==> config.mk <==
export PLATFORM = sky130hd
export DESIGN_NAME = credit_router
export DESIGN_NICKNAME = d
export VERILOG_FILES = /design/src/rtl/noc_params.sv /design/src/rtl/credit_input_fifo.sv /design/src/rtl/credit_router.sv
export SDC_FILE = /design/constraint.sdc
export NUM_CORES = 2
export LEC_CHECK = 0
export ABC_AREA = 1
export CAP_MARGIN = 20
export CORE_ASPECT_RATIO = 1.75
export CORE_MARGIN = 2
export CORE_UTILIZATION = 30
export DETAILED_ROUTE_END_ITERATION = 8
export PLACE_DENSITY_LB_ADDON = 0.08
export RECOVER_POWER = 100
export SLEW_MARGIN = 20
export SYNTH_ARGS = -nofsm -noshare
export SYNTH_HDL_FRONTEND = slang
export SYNTH_SLANG_ARGS = --single-unit
export TNS_END_PERCENT = 50
==> constraint.sdc <==
create_clock -name clk -period 6.4 [get_ports clk]
set_clock_uncertainty 0.1 [all_clocks]
set_input_delay 1.28 -clock clk [delete_from_list [all_inputs] [get_ports clk]]
set_output_delay 1.28 -clock clk [all_outputs]
set_load 0.02 [all_outputs]
==> src/rtl/noc_params.sv <==
// Shared mesh parameters and flit/port types for the credit-based router tile.
package noc_params;

    localparam int PORT_NUM    = 5;
    localparam int MESH_SIZE_X = 4;
    localparam int MESH_SIZE_Y = 4;
    localparam int COORD_W     = $clog2((MESH_SIZE_X > MESH_SIZE_Y) ? MESH_SIZE_X : MESH_SIZE_Y);
    localparam int PAYLOAD_W   = 16;

    typedef enum logic [2:0] {
        LOCAL = 3'd0,
        NORTH = 3'd1,
        SOUTH = 3'd2,
        WEST  = 3'd3,
        EAST  = 3'd4
    } port_t;

    typedef enum logic [1:0] {
        HEAD     = 2'd0,
        BODY     = 2'd1,
        TAIL     = 2'd2,
        HEADTAIL = 2'd3
    } flit_label_t;

    typedef enum logic {
        IDLE   = 1'b0,
        LOCKED = 1'b1
    } out_state_t;

    // Destination fields are only meaningful on HEAD/HEADTAIL flits.
    typedef struct packed {
        flit_label_t            label;
        logic [COORD_W-1:0]     x_dest;
        logic [COORD_W-1:0]     y_dest;
        logic [PAYLOAD_W-1:0]   payload;
    } flit_t;

    function automatic logic is_head(flit_label_t l);
        return (l == HEAD) || (l == HEADTAIL);
    endfunction

endpackage

==> src/rtl/credit_input_fifo.sv <==
// Per-port input buffer: circular FIFO with wrap-bit pointers and a sticky overflow flag.
module credit_input_fifo
    import noc_params::*;
#(
    parameter int DEPTH = 8
) (
    input  logic  clk,
    input  logic  rst,
    input  logic  push,
    input  logic  pop,
    input  flit_t data_in,
    output flit_t data_out,
    output logic  empty,
    output logic  full,
    output logic  overflow
);

    localparam int AW = $clog2(DEPTH);

    flit_t        mem [DEPTH];
    logic [AW:0]  wr_ptr;
    logic [AW:0]  rd_ptr;
    logic         do_push;
    logic         do_pop;

    assign empty    = (wr_ptr == rd_ptr);
    assign full     = (wr_ptr[AW] != rd_ptr[AW]) && (wr_ptr[AW-1:0] == rd_ptr[AW-1:0]);
    assign do_push  = push && !full;
    assign do_pop   = pop && !empty;
    assign data_out = mem[rd_ptr[AW-1:0]];

    // A push while full is dropped even if a pop happens in the same cycle.
    always_ff @(posedge clk or negedge rst) begin
        if (!rst) begin
            wr_ptr   <= '0;
            rd_ptr   <= '0;
            overflow <= 1'b0;
        end else begin
            if (do_push) wr_ptr <= wr_ptr + 1'b1;
            if (do_pop)  rd_ptr <= rd_ptr + 1'b1;
            if (push && full) overflow <= 1'b1;
        end
    end

    always_ff @(posedge clk) begin
        if (do_push) mem[wr_ptr[AW-1:0]] <= data_in;
    end

endmodule

==> src/rtl/credit_router.sv <==
// Five-port single-VC wormhole mesh router with credit-based flow control.
// Output FSM, one per output port:
//   state  | meaning
//   IDLE   | no packet owns the output; arbitrate among routed head flits
//   LOCKED | output owned by input 'owner' until its TAIL flit is sent
module credit_router
    import noc_params::*;
#(
    parameter int BUFFER_SIZE      = 8,
    parameter int DOWN_BUFFER_SIZE = 8,
    parameter int X_CURRENT        = MESH_SIZE_X / 2,
    parameter int Y_CURRENT        = MESH_SIZE_Y / 2,
    parameter bit ROUTING_YX       = 1'b0
) (
    input  logic                clk,
    input  logic                rst,
    input  flit_t               data_i     [PORT_NUM],
    input  logic [PORT_NUM-1:0] valid_i,
    output logic [PORT_NUM-1:0] credit_o,
    output flit_t               data_o     [PORT_NUM],
    output logic [PORT_NUM-1:0] valid_o,
    input  logic [PORT_NUM-1:0] credit_i,
    output logic [PORT_NUM-1:0] err_o,
    output logic [PORT_NUM-1:0] cred_err_o
);

    localparam int                 CW       = $clog2(DOWN_BUFFER_SIZE + 1);
    localparam logic [CW-1:0]      CRED_MAX = CW'(DOWN_BUFFER_SIZE);
    localparam logic [COORD_W-1:0] XC       = COORD_W'(X_CURRENT);
    localparam logic [COORD_W-1:0] YC       = COORD_W'(Y_CURRENT);

    flit_t               head  [PORT_NUM];
    port_t               route [PORT_NUM];
    logic [PORT_NUM-1:0] empty;
    logic [PORT_NUM-1:0] fifo_full_unused;
    logic [PORT_NUM-1:0] pop;

    out_state_t          state      [PORT_NUM];
    out_state_t          nxt_state  [PORT_NUM];
    port_t               owner      [PORT_NUM];
    port_t               nxt_owner  [PORT_NUM];
    port_t               ptr        [PORT_NUM];
    port_t               nxt_ptr    [PORT_NUM];
    logic [PORT_NUM-1:0] send;
    port_t               src        [PORT_NUM];
    logic [CW-1:0]       credit_cnt [PORT_NUM];

    function automatic port_t route_of(flit_t f);
        port_t x_dir;
        port_t y_dir;
        logic  x_eq;
        logic  y_eq;
        x_dir = (f.x_dest > XC) ? EAST : WEST;
        y_dir = (f.y_dest > YC) ? SOUTH : NORTH;
        x_eq  = (f.x_dest == XC);
        y_eq  = (f.y_dest == YC);
        if (x_eq && y_eq) return LOCAL;
        if (ROUTING_YX)   return y_eq ? x_dir : y_dir;
        return x_eq ? y_dir : x_dir;
    endfunction

    function automatic port_t rr_index(port_t base, int k);
        logic [3:0] s;
        s = {1'b0, base} + 4'(k);
        if (s >= 4'(PORT_NUM)) s = s - 4'(PORT_NUM);
        return port_t'(s[2:0]);
    endfunction

    function automatic port_t next_port(port_t p);
        return (p == EAST) ? LOCAL : port_t'(p + 3'd1);
    endfunction

    for (genvar p = 0; p < PORT_NUM; p++) begin : g_in
        credit_input_fifo #(.DEPTH(BUFFER_SIZE)) u_fifo (
            .clk      (clk),
            .rst      (rst),
            .push     (valid_i[p]),
            .pop      (pop[p]),
            .data_in  (data_i[p]),
            .data_out (head[p]),
            .empty    (empty[p]),
            .full     (fifo_full_unused[p]),
            .overflow (err_o[p])
        );
        assign route[p] = route_of(head[p]);
    end

    always_ff @(posedge clk or negedge rst) begin
        if (!rst) begin
            for (int o = 0; o < PORT_NUM; o++) begin
                state[o] <= IDLE;
                owner[o] <= LOCAL;
                ptr[o]   <= LOCAL;
            end
        end else begin
            for (int o = 0; o < PORT_NUM; o++) begin
                state[o] <= nxt_state[o];
                owner[o] <= nxt_owner[o];
                ptr[o]   <= nxt_ptr[o];
            end
        end
    end

    // A locked owner holds the output while its FIFO runs dry or credits are out.
    always_comb begin
        port_t idx;
        idx = LOCAL;
        for (int o = 0; o < PORT_NUM; o++) begin
            send[o] = 1'b0;
            src[o]  = owner[o];
            if (credit_cnt[o] != '0) begin
                if (state[o] == LOCKED) begin
                    send[o] = !empty[owner[o]];
                end else begin
                    for (int k = 0; k < PORT_NUM; k++) begin
                        idx = rr_index(ptr[o], k);
                        if (!send[o] && !empty[idx] && is_head(head[idx].label) &&
                            route[idx] == port_t'(3'(o))) begin
                            send[o] = 1'b1;
                            src[o]  = idx;
                        end
                    end
                end
            end
        end
    end

    always_comb begin
        for (int o = 0; o < PORT_NUM; o++) begin
            nxt_state[o] = state[o];
            nxt_owner[o] = owner[o];
            nxt_ptr[o]   = ptr[o];
            if (send[o]) begin
                if (state[o] == IDLE) begin
                    nxt_ptr[o] = next_port(src[o]);
                    if (head[src[o]].label == HEAD) begin
                        nxt_state[o] = LOCKED;
                        nxt_owner[o] = src[o];
                    end
                end else if (head[src[o]].label == TAIL) begin
                    nxt_state[o] = IDLE;
                end
            end
        end
    end

    always_comb begin
        pop = '0;
        for (int o = 0; o < PORT_NUM; o++) begin
            if (send[o]) pop[src[o]] = 1'b1;
        end
    end

    always_ff @(posedge clk or negedge rst) begin
        if (!rst) begin
            valid_o  <= '0;
            credit_o <= '0;
            for (int o = 0; o < PORT_NUM; o++) data_o[o] <= '0;
        end else begin
            valid_o  <= send;
            credit_o <= pop;
            for (int o = 0; o < PORT_NUM; o++) begin
                if (send[o]) data_o[o] <= head[src[o]];
            end
        end
    end

    // Simultaneous send and returned credit cancel; a credit at full count is an error.
    always_ff @(posedge clk or negedge rst) begin
        if (!rst) begin
            cred_err_o <= '0;
            for (int o = 0; o < PORT_NUM; o++) credit_cnt[o] <= CRED_MAX;
        end else begin
            for (int o = 0; o < PORT_NUM; o++) begin
                if (send[o] && !credit_i[o]) begin
                    credit_cnt[o] <= credit_cnt[o] - 1'b1;
                end else if (credit_i[o] && !send[o]) begin
                    if (credit_cnt[o] == CRED_MAX) cred_err_o[o] <= 1'b1;
                    else                           credit_cnt[o] <= credit_cnt[o] + 1'b1;
                end
            end
        end
    end

endmodule

* Word-level counts from Yosys, hierarchy flattened *
Memories as Yosys holds them, arrays and structs flattened.
Cells that the tools add are included.

storage, ports and cells
  bits in registers = 225
  memories kept = 5
  memory bits (writable) = 880
  word-level logic and storage cells = 1146
  input bits = 122
  output and inout bits = 130

memories
  name                depth  width  rd ports  clocked after memory_dff  write ports  RTL line                 source
  g_in[0].u_fifo.mem  8      22     1         0                         1            credit_input_fifo.sv:20  flit_t mem [DEPTH];
  g_in[1].u_fifo.mem  8      22     1         0                         1            credit_input_fifo.sv:20
  g_in[2].u_fifo.mem  8      22     1         0                         1            credit_input_fifo.sv:20
  g_in[3].u_fifo.mem  8      22     1         0                         1            credit_input_fifo.sv:20
  g_in[4].u_fifo.mem  8      22     1         0                         1            credit_input_fifo.sv:20

operators by class
  reduce and logical (&&, ||, !) cells = 270
  multiplexer cells = 500
  equal/unequal tests = 90
  add/sub/neg operators = 70
  bitwise gates (word level) = 44
  magnitude comparators = 105

operator list
  kind                                                                                 count
  22-bit binary-select mux with 3-bit select                                           30
  22-bit 2-to-1 mux                                                                    60
  3-bit 2-to-1 mux                                                                     185
  3-bit binary-select mux with 3-bit select                                            25
  3-bit by 4-bit less-than comparator with 1-bit output, second input constant         35
  1-bit 2-to-1 mux                                                                     140
  4-bit greater-or-equal comparator, second input constant                             30
  3-bit NOT with 4-bit output                                                          30
  1-bit logical AND                                                                    110
  1-bit binary-select mux with 3-bit select                                            30
  2-bit equality test, second input constant                                           40
  4-bit by 3-bit greater-or-equal comparator with 1-bit output, second input constant  20
  3-bit subtractor, second input constant                                              25
  1-bit zero test                                                                      70
  4-bit by 1-bit adder with 4-bit output, second input constant                        15
  2-bit zero test                                                                      30
  4-bit 2-to-1 mux                                                                     15
  3-bit by 2-bit adder with 4-bit output, second input constant                        10
  3-bit by 2-bit equality test with 1-bit output, second input constant                10
  3-bit equality test, second input constant                                           10
  3-bit AND reduction                                                                  10
  1-bit logical OR                                                                     25
  5-bit 2-to-1 mux                                                                     5
  3-bit by 1-bit adder with 4-bit output, second input constant                        5
  other kinds (20)                                                                     114

* Depth between registers and ports, before layout *
  depth in word-level cells = 57
  depth in mapped cells = 36
  mapped depth without buffers = 35

* Hierarchy *
Synthesis repeated with hierarchy kept, for this count alone.

second synthesis, totals
  cells, all modules = 6127
  area total of the unflattened synthesis = 56624.3 µm²

modules (own cells, without submodules)
  module                                  sequential area each (µm²)  cells an instance  times used  area an instance (µm²)
  credit_input_fifo (g_in[0].u_fifo ...)  5510.3                      587                4           7394.6
  credit_router                           4510.6                      3192               1           19653.8
  credit_input_fifo (g_in[4].u_fifo)      5510.3                      587                1           7392.1

* Worst setup path after synthesis *
OpenSTA, ideal clock, no wires.

  path kind = register to register
  start = reg ptr[9] in the netlist's numbering
  end = reg credit_cnt[15] in the netlist's numbering
  required time = 6.225 ns
  data arrival time = 4.704 ns
  period minus slack after synthesis = 4.878 ns
  stages on the path, launching flop included = 35
  setup slack = 1.522 ns
  buffers on the path = 3
  library setup time = 0.075 ns
  cell sequence = dfrtp_1 buf_4 inv_2 ha_1 inv_1 fa_1 nor2_1 nor2_1 nand2_1 nand2_1 nor2_1 nand2_1 nand2_1 nor2_1 a21oi_1 nand2_1 nand2_1 nor2_1 nand2_1 nand4_2 nor2_4 nor3_1 inv_1 nand2_1 inv_1 buf_2 buf_1 ha_1 ha_1 nand2_1 nor2_1 a211oi_1 a21oi_1 o21ai_0 xor2_1

on the way
  word-level cells in the longest chain between the ends = 47
  elaborated cells on any way between the ends = 139
  classes of those cells = add/sub: 9; order compare: 5; eq/ne: 11; mux: 71; bitwise: 5; reduce/logical: 38

RTL lines
  element                                                                RTL line                                    source
  start, declared                                                        credit_router.sv:42                         port_t ptr [PORT_NUM];
  start signal, assigned by index                                        credit_router.sv:99                         ptr[o] <= nxt_ptr[o];
  3-bit subtractor or 3-bit greater-or-equal comparator (tied branches)  credit_router.sv:65                         if (s >= 4'(PORT_NUM)) s = s - 4'(PORT_NUM);
  3-bit 2-to-1 mux                                                       credit_router.sv:65
  3-bit 2-to-1 mux                                                       credit_router.sv:112                        if (state[o] == LOCKED) begin
  3-bit 2-to-1 mux                                                       credit_router.sv:111                        if (credit_cnt[o] != '0) begin
  3-bit NOT with 4-bit output (implied by the code)                      credit_router.sv:117, credit_router.sv:118
  22-bit binary-select mux with 3-bit select                             credit_router.sv:117                        if (!send[o] && !empty[idx] && is_head(head[idx].label) &&
  22-bit 2-to-1 mux (implied by the code) (2 in a row)                   credit_router.sv:117
  2-bit equality test or 2-bit zero test (tied branches)                 noc_params.sv:39                            return (l == HEAD) || (l == HEADTAIL);
  [... 31 more ...]                                                      -
  1-bit 2-to-1 mux (*)                                                   credit_router.sv:117
  1-bit 2-to-1 mux (*)                                                   credit_router.sv:112
  1-bit 2-to-1 mux (*)                                                   credit_router.sv:111
  net send[1]                                                            credit_router.sv:44                         logic [PORT_NUM-1:0] send;
  1-bit zero test                                                        credit_router.sv:177                        end else if (credit_i[o] && !send[o]) begin
  1-bit logical AND                                                      credit_router.sv:177
  2-bit nonzero test (no line)                                           -
  2-bit AND reduction (no line)                                          -
  end signal, assigned by index                                          credit_router.sv:176                        credit_cnt[o] <= credit_cnt[o] - 1'b1;
  end signal, assigned by index                                          credit_router.sv:179                        else credit_cnt[o] <= credit_cnt[o] + 1'b1;
  end, declared                                                          credit_router.sv:46                         logic [CW-1:0] credit_cnt [PORT_NUM];

Mark *: on every way through the listed nets, which the timed path passes. The rest lies on a longest branch. The select of a mux whose other input is x is not followed.
A chain may end at the register's enable or synchronous reset.

* Final worst setup path *
  start = reg g_in[3].u_fifo.rd_ptr[0]
  end = reg g_in[3].u_fifo.rd_ptr[0]

on the way
  word-level cells in the longest chain between the ends = 55
  elaborated cells on any way between the ends = 589
  classes of those cells = add/sub: 1; order compare: 12; eq/ne: 48; mux: 340; bitwise: 4; reduce/logical: 183; memory: 1

RTL lines
  element                                               RTL line                                  source
  start, declared                                       credit_input_fifo.sv:22                   logic [AW:0] rd_ptr;
  start signal, assigned                                credit_input_fifo.sv:40                   if (do_pop) rd_ptr <= rd_ptr + 1'b1;
  memory 8 x 22 bit                                     -
  2-bit > comparator, or another cell as far along      credit_router.sv:53                       x_dir = (f.x_dest > XC) ? EAST : WEST;
  3-bit 2-to-1 mux, or another cell as far along        credit_router.sv:53
  3-bit 2-to-1 mux or 1-bit 2-to-1 mux (tied branches)  credit_router.sv:59, credit_router.sv:57
  3-bit 2-to-1 mux                                      credit_router.sv:58                       if (ROUTING_YX) return y_eq ? x_dir : y_dir;
  3-bit binary-select mux with 3-bit select             credit_router.sv:118                      route[idx] == port_t'(3'(o))) begin
  3-bit 2-to-1 mux (implied by the code) (2 in a row)   credit_router.sv:118
  3-bit zero test                                       credit_router.sv:118
  [... 39 more ...]                                     -
  5-bit OR (no line)                                    -
  5-bit 2-to-1 mux                                      credit_router.sv:150                      if (send[o]) pop[src[o]] = 1'b1;
  5-bit OR (no line)                                    -
  5-bit 2-to-1 mux                                      credit_router.sv:150
  5-bit OR (no line)                                    -
  5-bit 2-to-1 mux (*)                                  credit_router.sv:150
  net g_in[3].u_fifo.pop                                credit_input_fifo.sv:10                   input logic pop,
  1-bit logical AND (*)                                 credit_input_fifo.sv:29                   assign do_pop = pop && !empty;

Marks and branches as above.

==> metrics <==
Clock Tree Buf Depth 3; syn nets 6836; drt pass-1 iters 6; die height 591 um; largest net degree at the start of global routing 126; Final Hold Violating Endpoints 0; CTS Buf Count 111; fin nets 7094; DR iter-0 viols 4086; DRT antenna net count 0; fmax 166 MHz; initial antenna violation count 48; Starting Density 0.302; CTS clk-pin slew, worst paths 60 ps; per-cell routed wire length 25.7 um; area share of the largest cell type after synthesis 0.447; DIE AREA 201000 um2; ys async rst share 0.204; worst slew pin tran 4450 ps; Placed Cells 9373; Setup CP Type reg -> reg; Cell Rows 215; failing checks capacitance limit, slew limit; Die X 340 um; number of remaining DRC errors 0; mapped cell area 59100 um2; post-synthesis register bit count 1105; Worst EP required 6920 ps; outcome complete, but fails checks; Post-synth EDFFs 880; Reg2Reg Depth 26; area added between synthesis and finish 15.8%; Worst Path Max Fanout 38; clk sink count 1105; Area contributors post-synth edfxtp_1 45%, nand2_1 12%, dfrtp_1 9.3%; CTS Hold Bufs 0; Hold Path Stages 1; sequential-to-total area share from yosys stat 0.543; r2r setup slk 370 ps; Syn Area/Cell 8.92 um2; CP Capture Type flip-flop; # H-tree levels 3; RR Endpoint g_in[3].u_fifo.rd_ptr[0]$_DFFE_PN0P_; MaxCap Viol Count 37; PostCTS Resize Cnt 0; Most used DFF post-synth edfxtp_1; vias in the first global route 48473; Mapped Cells 6624; overflow left after global routing 0; Ports 252; Synth area leader edfxtp_1; Slew headroom -1.97; Post-synth top cells 1814 x nand2_1, 880 x edfxtp_1, 724 x nor2_1; slowest cell on the critical path clkbuf_1; Tmin final 6030 ps; layout cells sized above 1 0.0827; final cell count without fillers 9593; Worst Setup Start Kind flip-flop; final WL 247000 um; Hold EP cred_err_o[3]$_DFFE_PN0P_; beginning of the worst hold path cred_err_o[3]$_DFFE_PN0P_; clk root buf clkbuf_16; Pins Over Slew Limit 840; routability cong. 0.966; Setup Buffers After CTS 0; via count 50144; RSZ-0062 raised after global routing false; PortBufs 251; synth warn 0; top-count cell post-synth nand2_1; first-pass GRT wire length 352000 um; TritonCTS clock tree built; post-route setup TNS 0 ps; GR Util All Layers 0.240; RR Startpoint g_in[3].u_fifo.rd_ptr[0]$_DFFE_PN0P_; worst hold path class reg -> reg; critical path arrival 6550 ps; Worst path most repeated cell nand2_1; Vias per Instance 5.23; Core ar. 196000 um2; Setup violations, final 0; Clock Latency Late Sink 760 ps; Cell variety after synth 60; fin crit share 0.942; post-DP HPWL 174000 um; CP peak stage delay 650 ps
==> layout by cell type, fill, tap and decap left out, types with 11 or more instances in the layout <==
cell / n
a21oi_1: 177
a31oi_1: 20
a32o_1: 14
buf_4: 168
bufinv_16: 14
clkbuf_1: 58
clkbuf_16: 114
clkinv_1: 35
clkinv_2: 12
dfrtp_1: 215
diode_2: 14
dlygate4sd3_1: 240
edfxtp_1: 880
ha_1: 80
inv_1: 412
inv_2: 38
nand2_1: 1816
nand2_2: 47
nand3_1: 500
nand3_2: 16
nand4_1: 132
nor2_1: 707
nor2_2: 41
nor2_4: 24
nor3_1: 11
o211ai_1: 178
o21a_1: 42
o21ai_0: 472
o21ai_1: 109
o21ai_2: 12
o221ai_1: 23
o22ai_1: 119
xnor2_1: 22
xor2_1: 57
==> layout make-up <==
| class | count | area [um2] |
|---|---|---|
| inverters | 459 | 1730 |
| clock inverters | 72 | 772 |
| diodes | 14 | 35.0 |
| clock buffers | 134 | 2940 |
| repair buffers | 475 | 4160 |
| multi-input cells | 4730 | 23500 |
| well taps | 2604 | 3260 |
| flip-flops and latches | 1105 | 32100 |
| fillers | 20390 | 127000 |
==> sequential cells by signal, indices dropped and copies added (netlist names), named ones only <==
signal	flops
cred_err_o	5
credit_cnt	20
credit_o	5
data_o	110
g_in.u_fifo.mem	880
g_in.u_fifo.overflow	5
g_in.u_fifo.rd_ptr	20
g_in.u_fifo.wr_ptr	20
owner	15
ptr	15
valid_o	5
==> worst max path at each step <==
stage,slack (ps),cells after the start,to,from
after floorplan,1520,34,credit_cnt[15]$_DFFE_PN1P_,ptr[9]$_DFFE_PN0P_
after global placement,620,23,g_in[0].u_fifo.rd_ptr[0]$_DFFE_PN0P_,ptr[0]$_DFFE_PN0P_
after detailed placement,680,23,g_in[1].u_fifo.rd_ptr[0]$_DFFE_PN0P_,ptr[0]$_DFFE_PN0P_
after CTS,610,23,g_in[0].u_fifo.rd_ptr[2]$_DFFE_PN0P_,ptr[0]$_DFFE_PN0P_
after global routing,30,27,owner[11]$_DFFE_PN0P_,ptr[9]$_DFFE_PN0P_
final,370,26,g_in[3].u_fifo.rd_ptr[0]$_DFFE_PN0P_,g_in[3].u_fifo.rd_ptr[0]$_DFFE_PN0P_
==> cell families after synthesis <==
family                     share of synthesized area
xor gates and xnor gates                      0.0117
AOI/OAI and AO/OA                              0.126
buffers and inverters                         0.0602
and+or+nand+nor                                0.240
adders and majority gates                     0.0203
DFF                                            0.543
==> per-layer routing <==
| layer | wire length (um) | up-vias | track usage |
|---|---|---|---|
| met1 | 97800 | 24592 | 0.287 |
| met2 | 123000 | 1718 | 0.426 |
| li1 | - | 23280 | - |
| met3 | 12600 | 536 | 0.0309 |
| met5 | 117 | - | 0 |
| met4 | 13100 | 18 | 0.111 |
==> critical path: cells and delay by family, from the launching register on <==
kind	cells	cell delay, ps
AND/OR/NAND/NOR	22	3420
buffers and inverters	3	1690
flip-flops	1	400
AO/OA/AOI/OAI	1	230
==> stage by stage <==
stage               instance area, um2  hold WS, ps  worst slack (ps)  utilization
floorplan                        59100          342              1520            -
global placement                 65000          355               624        0.332
detailed placement               65000          362               676        0.332
CTS                              68700          378               610        0.351
global route                     68400          392              34.1        0.349
finish                           68400          362               368        0.349
Power is left out: the tool's default activity adds up to more than one toggle a clock period on the data nets, which glitch-free logic cannot reach.
